### src/rtl/bram_port_arbiter_if.sv
`default_nettype none
// ============================================================================
// Module      : bram_port_arbiter_if
// Description : Requester-side bus into bram_port_arbiter. One instance
//               carries one requester's request, address, write data, byte
//               strobes, completion pulse and read data.
//                 req    requester -> arbiter  held with addr/wdata/wstrb until ack
//                 addr   requester -> arbiter  word address (ADDR bits)
//                 wdata  requester -> arbiter  write data, byte i = [8i+7:8i]
//                 wstrb  requester -> arbiter  0 = read, F = full write, else partial
//                 ack    arbiter -> requester  one-cycle completion pulse
//                 rdata  arbiter -> requester  read data, valid with ack, held
//               master = requester side, slave = arbiter side.
// Revision    : 1.0  initial release
// ============================================================================
interface bram_port_arbiter_if #(
    parameter int ADDR = 8
);
    logic            req;
    logic [ADDR-1:0] addr;
    logic [31:0]     wdata;
    logic [3:0]      wstrb;
    logic            ack;
    logic [31:0]     rdata;

    modport master (output req, addr, wdata, wstrb, input  ack, rdata);
    modport slave  (input  req, addr, wdata, wstrb, output ack, rdata);
endinterface
`default_nettype wire

### src/rtl/bram_port_arbiter.sv
`default_nettype none
// ============================================================================
// Module      : bram_port_arbiter
// Description : Shares one port of a word-wide BRAM between two requesters
//               with round-robin grant and one transaction in flight. The
//               BRAM has no byte enables, so partial writes are sequenced as
//               read-modify-write.
// Ports       : clk       port clock (BRAM port domain)
//               reset_n   asynchronous active-low reset
//               m0, m1    requester buses (bram_port_arbiter_if.slave)
//               mem_addr  BRAM address
//               mem_wr    BRAM write strobe
//               mem_din   BRAM write data
//               mem_dout  BRAM read data, RD_LAT cycles after mem_addr
//               busy      high whenever the FSM is not idle
// Revision    : 1.0  initial release
// ============================================================================
module bram_port_arbiter #(
    parameter int ADDR   = 8,
    parameter int RD_LAT = 1
) (
    input  wire logic             clk,
    input  wire logic             reset_n,
    bram_port_arbiter_if.slave    m0,
    bram_port_arbiter_if.slave    m1,
    output logic [ADDR-1:0]       mem_addr,
    output logic                  mem_wr,
    output logic [31:0]           mem_din,
    input  wire logic [31:0]      mem_dout,
    output logic                  busy
);

    // WAIT needs to count RD_LAT-1 cycles: values 0 .. RD_LAT-2
    localparam int c_CNT_W = (RD_LAT > 2) ? $clog2(RD_LAT - 1) : 1;
    localparam logic [c_CNT_W-1:0] c_WAIT_LAST = c_CNT_W'(RD_LAT - 2);

    typedef enum logic [2:0] {
        S_IDLE   = 3'd0,
        S_ACCESS = 3'd1,
        S_WAIT   = 3'd2,
        S_RDATA  = 3'd3,
        S_WRITE  = 3'd4,
        S_DONE   = 3'd5
    } state_t;

    state_t              r_state;
    state_t              w_state_nxt;

    logic                r_last;      // last granted requester (1 = m1)
    logic                r_gnt;       // requester owning the current transaction
    logic [ADDR-1:0]     r_addr;
    logic [31:0]         r_wdata;
    logic [3:0]          r_wstrb;
    logic [31:0]         r_din;
    logic [31:0]         r_rdata0;
    logic [31:0]         r_rdata1;
    logic [c_CNT_W-1:0]  r_cnt;

    logic                w_any_req;
    logic                w_sel;       // requester chosen in IDLE
    logic                w_is_read;
    logic                w_is_full;
    logic [31:0]         w_merged;
    logic                w_mem_wr;
    logic                w_ack0;
    logic                w_ack1;

    assign w_any_req = m0.req | m1.req;
    // On a tie the requester not granted last time wins; otherwise whoever asks.
    assign w_sel     = (m0.req & m1.req) ? ~r_last : m1.req;
    assign w_is_read = (r_wstrb == 4'h0);
    assign w_is_full = (r_wstrb == 4'hF);

    // Read-modify-write merge: strobed bytes from the latched write data,
    // the rest from the word just read back.
    for (genvar i = 0; i < 4; i++) begin : g_merge
        assign w_merged[8*i +: 8] = r_wstrb[i] ? r_wdata[8*i +: 8] : mem_dout[8*i +: 8];
    end

    // ------------------------------------------------------------------
    // State register
    // ------------------------------------------------------------------
    always_ff @(posedge clk or negedge reset_n) begin
        if (!reset_n) begin
            r_state <= S_IDLE;
        end else begin
            r_state <= w_state_nxt;
        end
    end

    // ------------------------------------------------------------------
    // Next state and state-decoded outputs. Outputs depend only on the
    // registered state and latched strobes, never on the req inputs.
    // ------------------------------------------------------------------
    always_comb begin
        w_state_nxt = r_state;
        w_mem_wr    = 1'b0;
        w_ack0      = 1'b0;
        w_ack1      = 1'b0;
        case (r_state)
            S_IDLE: begin
                if (w_any_req) begin
                    w_state_nxt = S_ACCESS;
                end
            end
            S_ACCESS: begin
                if (w_is_full) begin
                    w_mem_wr    = 1'b1;
                    w_state_nxt = S_DONE;
                end else if (RD_LAT > 1) begin
                    w_state_nxt = S_WAIT;
                end else begin
                    w_state_nxt = S_RDATA;
                end
            end
            S_WAIT: begin
                if (r_cnt == c_WAIT_LAST) begin
                    w_state_nxt = S_RDATA;
                end
            end
            S_RDATA: begin
                w_state_nxt = w_is_read ? S_DONE : S_WRITE;
            end
            S_WRITE: begin
                w_mem_wr    = 1'b1;
                w_state_nxt = S_DONE;
            end
            S_DONE: begin
                w_ack0      = ~r_gnt;
                w_ack1      = r_gnt;
                w_state_nxt = S_IDLE;
            end
            default: begin
                w_state_nxt = S_IDLE;
            end
        endcase
    end

    // ------------------------------------------------------------------
    // Datapath: request latch, wait counter, read data and merge register
    // ------------------------------------------------------------------
    always_ff @(posedge clk or negedge reset_n) begin
        if (!reset_n) begin
            r_last   <= 1'b1;
            r_gnt    <= 1'b0;
            r_addr   <= '0;
            r_wdata  <= '0;
            r_wstrb  <= '0;
            r_din    <= '0;
            r_rdata0 <= '0;
            r_rdata1 <= '0;
            r_cnt    <= '0;
        end else begin
            case (r_state)
                S_IDLE: begin
                    if (w_any_req) begin
                        r_gnt   <= w_sel;
                        r_last  <= w_sel;
                        r_addr  <= w_sel ? m1.addr  : m0.addr;
                        r_wdata <= w_sel ? m1.wdata : m0.wdata;
                        r_wstrb <= w_sel ? m1.wstrb : m0.wstrb;
                        // Full writes drive this straight out during ACCESS
                        r_din   <= w_sel ? m1.wdata : m0.wdata;
                    end
                end
                S_ACCESS: begin
                    r_cnt <= '0;
                end
                S_WAIT: begin
                    r_cnt <= r_cnt + 1'b1;
                end
                S_RDATA: begin
                    if (w_is_read) begin
                        if (r_gnt) begin
                            r_rdata1 <= mem_dout;
                        end else begin
                            r_rdata0 <= mem_dout;
                        end
                    end else begin
                        r_din <= w_merged;
                    end
                end
                default: begin
                end
            endcase
        end
    end

    assign mem_addr = r_addr;
    assign mem_din  = r_din;
    assign mem_wr   = w_mem_wr;
    assign busy     = (r_state != S_IDLE);
    assign m0.ack   = w_ack0;
    assign m1.ack   = w_ack1;
    assign m0.rdata = r_rdata0;
    assign m1.rdata = r_rdata1;

endmodule
`default_nettype wire
### src/flat_wrapper.sv
// flat-port wrapper written by rule: the top's interface ports become plain ports
module bram_port_arbiter_flat 
#(
    parameter int ADDR   = 8,
    parameter int RD_LAT = 1
)
  (clk, reset_n, mem_addr, mem_wr, mem_din, mem_dout, busy, m0_req, m0_addr, m0_wdata, m0_wstrb, m0_ack, m0_rdata, m1_req, m1_addr, m1_wdata, m1_wstrb, m1_ack, m1_rdata);
  bram_port_arbiter_if #(.ADDR(ADDR)) m0_i ();
  bram_port_arbiter_if #(.ADDR(ADDR)) m1_i ();
  input  wire logic clk;
  input  wire logic reset_n;
  output logic [ADDR-1:0] mem_addr;
  output logic mem_wr;
  output logic [31:0] mem_din;
  input  wire logic [31:0] mem_dout;
  output logic busy;
  input wire logic [$bits(m0_i.req)-1:0] m0_req;
  input wire logic [$bits(m0_i.addr)-1:0] m0_addr;
  input wire logic [$bits(m0_i.wdata)-1:0] m0_wdata;
  input wire logic [$bits(m0_i.wstrb)-1:0] m0_wstrb;
  output wire logic [$bits(m0_i.ack)-1:0] m0_ack;
  output wire logic [$bits(m0_i.rdata)-1:0] m0_rdata;
  input wire logic [$bits(m1_i.req)-1:0] m1_req;
  input wire logic [$bits(m1_i.addr)-1:0] m1_addr;
  input wire logic [$bits(m1_i.wdata)-1:0] m1_wdata;
  input wire logic [$bits(m1_i.wstrb)-1:0] m1_wstrb;
  output wire logic [$bits(m1_i.ack)-1:0] m1_ack;
  output wire logic [$bits(m1_i.rdata)-1:0] m1_rdata;
  assign m0_i.req = m0_req;
  assign m0_i.addr = m0_addr;
  assign m0_i.wdata = m0_wdata;
  assign m0_i.wstrb = m0_wstrb;
  assign m0_ack = m0_i.ack;
  assign m0_rdata = m0_i.rdata;
  assign m1_i.req = m1_req;
  assign m1_i.addr = m1_addr;
  assign m1_i.wdata = m1_wdata;
  assign m1_i.wstrb = m1_wstrb;
  assign m1_ack = m1_i.ack;
  assign m1_rdata = m1_i.rdata;
  bram_port_arbiter #(.ADDR(ADDR), .RD_LAT(RD_LAT)) u_core (.clk(clk), .reset_n(reset_n), .m0(m0_i), .m1(m1_i), .mem_addr(mem_addr), .mem_wr(mem_wr), .mem_din(mem_din), .mem_dout(mem_dout), .busy(busy));
endmodule
### config.mk
export PLATFORM = sky130hd
export DESIGN_NAME = bram_port_arbiter_flat
export DESIGN_NICKNAME = d
export VERILOG_FILES = /design/src/rtl/bram_port_arbiter_if.sv /design/src/rtl/bram_port_arbiter.sv /design/src/flat_wrapper.sv
export SDC_FILE = /design/constraint.sdc
export NUM_CORES = 1
export LEC_CHECK = 0
export ABC_CLOCK_PERIOD_IN_PS = 2300
export BUFFER_PORTS_ARGS = -buffer_cell sky130_fd_sc_hd__buf_2
export CAP_MARGIN = 20
export CORE_MARGIN = 4
export CORE_UTILIZATION = 50
export DETAILED_ROUTE_END_ITERATION = 10
export PLACE_DENSITY = 0.8
export SYNTH_ARGS = -nofsm -noshare
export SYNTH_HDL_FRONTEND = slang
export SYNTH_SLANG_ARGS = --single-unit
### constraint.sdc
create_clock -name clk -period 2.3 [get_ports clk]
set_clock_uncertainty 0.15 [all_clocks]
set_input_delay 0.115 -clock clk [delete_from_list [all_inputs] [get_ports clk]]
set_output_delay 0.115 -clock clk [all_outputs]
set_load 0.005 [all_outputs]
# --- After elaboration in Yosys (flattened, before gate mapping) ---
# Cells that the tools add are included.
totals:
  out_inout_bits: 108
  register_bits: 146
  elab_cells: 55
classes:
  addsub: 1
  n_eq_ne: 9
  muxes: 21
  reduce_logical: 10
  bitwise_logic: 4
op_table:
  columns: ["op", "n"]
  rows:
  - ["32-bit 2-to-1 mux", 3]
  - ["32-bit one-hot mux with 2 select lines", 1]
  - ["8-bit 2-to-1 mux", 5]
  - ["3-bit one-hot mux with 5 select lines", 1]
  - ["3-bit 2-to-1 mux", 3]
  - ["3-bit AND reduction", 3]
  - ["3-bit by 2-bit equality test with 1-bit output (second input constant)", 2]
  - ["3-bit equality test (second input constant)", 2]
  - ["1-bit 2-to-1 mux", 5]
  - ["4-bit equality test (second input constant)", 1]
  - ["4-bit logical NOT", 1]
  - ["4-bit 2-to-1 mux", 1]
  - ["2-bit by 1-bit inequality test with 1-bit output (second input constant)", 2]
  - ["1-bit one-hot mux with 2 select lines", 2]
  - ["2-bit AND reduction", 2]
  - ["2-bit nonzero test", 2]
  - ["3-bit by 1-bit equality test with 1-bit output (second input constant)", 1]
  - ["3-bit logical NOT", 1]
  - ["3-bit nonzero test", 1]
  - ["2-bit inequality test (second input constant)", 1]
  - ["1-bit inverter", 2]
  - ["1-bit adder (second input constant)", 1]
  - ["1-bit AND", 1]
  - ["1-bit bitwise OR", 1]

# --- Depth between registers and ports, before layout ---
depth:
  ltp_word: 5
  depth_mapped: 7

# --- Worst setup path after synthesis ---
# OpenSTA, ideal clock, no wires.
synth_path:
  kind: "register to register"
  start: "register u_core.r_wstrb[1]"
  end: "register u_core.r_rdata1[10] (netlist: u_core.m1.rdata[10])"
  path_stages_with_launch: 6
  t_arrival_ns: 1.868
  setup_ns: 0.125
  setup_slack_ns: 0.157
  path_buffers: 2
  path_cell_list: "dfrtp_1 -> or4_4 -> or3_1 -> buf_2 -> buf_6 -> mux2_4"
synth_between:
  elab_chain_cells: 2
synth_lines:
  columns: ["item", "line_no", "rtl"]
  rows:
  - ["start: declaration", "bram_port_arbiter.sv:53", "logic [3:0] r_wstrb;"]
  - ["start signal: assignment", "bram_port_arbiter.sv:161", "r_wstrb <= w_sel ? m1.wstrb : m0.wstrb;"]
  - ["4-bit logical NOT", "bram_port_arbiter.sv:71", "assign w_is_read = (r_wstrb == 4'h0);"]
  - ["3-bit AND reduction (no line)", null, null]
  - ["end signal: assignment", "bram_port_arbiter.sv:175", "r_rdata1 <= mem_dout;"]
  - ["end: declaration", "bram_port_arbiter.sv:56", "logic [31:0] r_rdata1;"]
# No other way between the ends.
# A chain may end at the register's enable or synchronous reset.

# --- Worst setup path after layout ---
layout_path:
  start: "input m0_req"
  end: "register u_core.r_din[5] (netlist: u_core.mem_din[5])"
layout_between:
  elab_chain_cells: 5
  elab_cells_between_ends: 8
  cone_classes: "eq/ne (1); mux (4); bitwise (2); reduce/logical (1)"
layout_lines:
  columns: ["item", "line_no", "rtl"]
  rows:
  - ["start: declaration", "flat_wrapper.sv:17", "input wire logic [$bits(m0_i.req)-1:0] m0_req;"]
  - ["1-bit AND", "bram_port_arbiter.sv:70", "assign w_sel = (m0.req & m1.req) ? ~r_last : m1.req;"]
  - ["1-bit 2-to-1 mux", "bram_port_arbiter.sv:70", null]
  - ["32-bit 2-to-1 mux", "bram_port_arbiter.sv:163", "r_din <= w_sel ? m1.wdata : m0.wdata;"]
  - ["32-bit 2-to-1 mux", "bram_port_arbiter.sv:156", "if (w_any_req) begin"]
  - ["32-bit one-hot mux with 2 select lines", "bram_port_arbiter.sv:154", "case (r_state)"]
  - ["end signal: assignment", "bram_port_arbiter.sv:163", null]
  - ["end signal: assignment", "bram_port_arbiter.sv:180", "r_din <= w_merged;"]
  - ["end: declaration", "bram_port_arbiter.sv:54", "logic [31:0] r_din;"]
# Several ways; a longest one is shown, not always the timed one. The select of a mux whose other input is x is not followed.

==> reports/results.txt <==
CP max FO - 16
Number of diodes - 0
FP Rows - 42
Setup-failing EPs final - 2
Final min period - 2.31 ns
Final ANT Viol Nets - 0
Status - finished with violations
Nets - 999
Number of synthesized register bits - 146
Critical path class - primary input to register
Most frequent CP cell - dlygate4sd3_1
First-pass iteration count of the detailed router - 5
Worst slew pin tran - 0.847 ns
Drt total wl - 22500 µm
Synth area leaders - dfrtp_1 (54%), mux2i_1 (12%), o221ai_1 (8.3%), mux2_4 (6.7%), o21ai_0 (6.7%)
XOR/XNOR share of the synthesized area - 0%
Die X - 124 µm
Commonest cells in the synthesized netlist - dfrtp_1 (145), o21ai_0 (90), mux2i_1 (78)
Synth Area in Adders - 0%
Power density of the placed cells - 1270 nW/µm²
Main combinational cell family by area after synthesis - multiplexers
# DRC - 0
CTS max path bufs - 2
Rel. slew slack - 43.4%
Max incr delay on CP - 0.63 ns
Most frequent cell after synthesis - dfrtp_1
Register area share after synthesis - 54.4%
Setup repair bufs after CTS - 0
Root Buffer - clkbuf_16
Startpoint types - primary input
Layout cells sized above 1 - 40.5%
GPL Wtd Cong - 0.785
CP endpoint kind - register
Crit-path cells - dlygate4sd3_1 -> buf_2 -> a21boi_4 -> buf_4 -> mux2i_1 -> dlygate4sd3_1 -> o221ai_1
Largest area contributor in the netlist - dfrtp_1
Crit-path slowest cell - dlygate4sd3_1
F_max - 433 MHz
Fillers - 805
Pin count of the biggest net entering global routing - 74
Mapped cell area - 6720 µm²
Synth Area in Compound Gates - 16.2%
EDFF count, synth - 0
RSZ-0062 raised after global routing - yes
Die area - 15300 µm²
Core area - 13200 µm²
Grt ovf - 0
Ys async rst share - 100%
CTS tree - yes
Vias - 6269
Syn avg cell area - 12.7 µm²
Critical Path AT - 2.45 ns
Hold_ws - 0.131 ns
1st-iter DRT viols - 626
Leak - 4.79 nW
Tcrit/Tclk final - 100%
Max IR drop VDD - 0.693 mV
Vias in the first global route - 6703
# port buffers - 231
DR WL/cell - 21.2 µm
CTS Buf Count - 17
Synth Area in Simple Gates - 1.70%
Final worst slack - -0.00742 ns
CP Buf/Inv Count - 4
Sum Neg Setup Slack - -0.0146 ns
CP Data Required Time - 2.44 ns
CP top delay family - buffers and inverters
H-tree Lvls - 4
Synth-to-Final Area Change - 49.4%
Main synth FF type - dfrtp_1
RR Startpoint - u_core.r_last
Final Hold Viols - 0
Starting Density - 50.9%
Clock slew at reported path FFs - 0.06 ns
Initial antenna violation count - 0
Chip height - 124 µm
Post-Syn Instances - 527
Ys Warns - 0
Max Slew Vio Count - 0
Synth unique cells - 33
Hold Crit Class - primary input to asynchronous set/reset pin
Worst skew pair latency - 0.43 ns
Total Routing Usage GR - 29.3%
Clock sink count - 146
Proportion of synthesized area in mux cells - 24.0%
First-pass GRT wire length - 34700 µm
Synthesized Nets - 651
CP startpoint - m0_req
Pwr Total - 12.7 mW
HPWL after DPL - 13100 µm
Number of max-cap violations - 0
Top cell type's share of synthesized area - 54.0%
Failing checks - setup timing
Via density - 5.89
IO Pins - 232
## final timing paths
| check | cells past startpoint | slack (ns) | to |
|---|---|---|---|
| min reg2reg | 1 | 0.34 | u_core.m0.rdata[2] |
| min | 2 | 0.13 | u_core.m0.rdata[0] |
| max reg2reg | 5 | 0.06 | u_core.mem_din[5] |
| max in group asynchronous | 3 | 1.08 | u_core.m1.rdata[28] |
| max | 7 | -0.007 | u_core.mem_din[5] |
| min in group clk | 4 | 0.23 | u_core.r_state[0] |
## cell families (layout without fill, tap and decap cells)
group | after synthesis | after routing
simple gates | 18 | 18
mux | 142 | 142
flops | 146 | 146
compound gates | 165 | 165
buf+inv | 56 | 417
## timing repair
item,in CTS,in global routing
hold buffers,123,0
setup endpoints to repair,0,18
resized for setup,0,3
endpoints found under the hold margin,211,0
## cells in the final DEF (no fill, tap or decap), drive strengths merged, types with 4 or more instances in the layout
cell type,instances
o221ai,64
mux2,64
clkinv,5
dlygate4sd3,123
mux2i,78
clkbuf,24
buf,257
dfrtp,145
o21ai,90
inv,4
## stage by stage
stage | cell area [µm²] | utilization, % | worst slack [ns] | std cells
floorplan | 6720 | - | 0.157 | 527
detailed placement | 8170 | 61.9 | 0.0600 | 908
global route | 10000 | 76.0 | -0.0398 | 1064
global placement | 8170 | 61.9 | 0.0991 | 908
finish | 10000 | 76.0 | -0.00742 | 1064
CTS | 9990 | 75.8 | 0.0526 | 1063
## cell type report
type / instances / area (µm²) / share of cell area [%]
inverter: 4 / 15.0 / 0.150
clock inverter: 9 / 104 / 1.04
sequential: 146 / 3650 / 36.4
timing repair buffer: 381 / 2680 / 26.7
tap: 176 / 220 / 2.20
multi-input combinational: 325 / 2870 / 28.6
clock buffer: 23 / 488 / 4.86
## state kept, by name, summed over array words and instances (netlist names), 3 cells and up
name and count:
u_core.r_wdata 32, u_core.r_wstrb 4, u_core.mem_din 32, u_core.m0.rdata 32, u_core.mem_addr 8, u_core.r_state 3, u_core.m1.rdata 32
## power by group
part	leakage [nW]	switching, mW	internal, mW
Sequential	1.78	0.804	3.85
Combinational	2.72	2.57	2.70
Clock	0.289	1.08	1.71
## routing by layer
layer / vias to the layer above / part of all wire [%] / track usage, %
met5: - / 0 / 0
met4: 0 / 3.3 / 14.9
met3: 61 / 8.1 / 7.04
met2: 365 / 51 / 50.3
met1: 3114 / 38 / 34.1
li1: 2729 / - / -
Power figures use the tool's default switching activity.
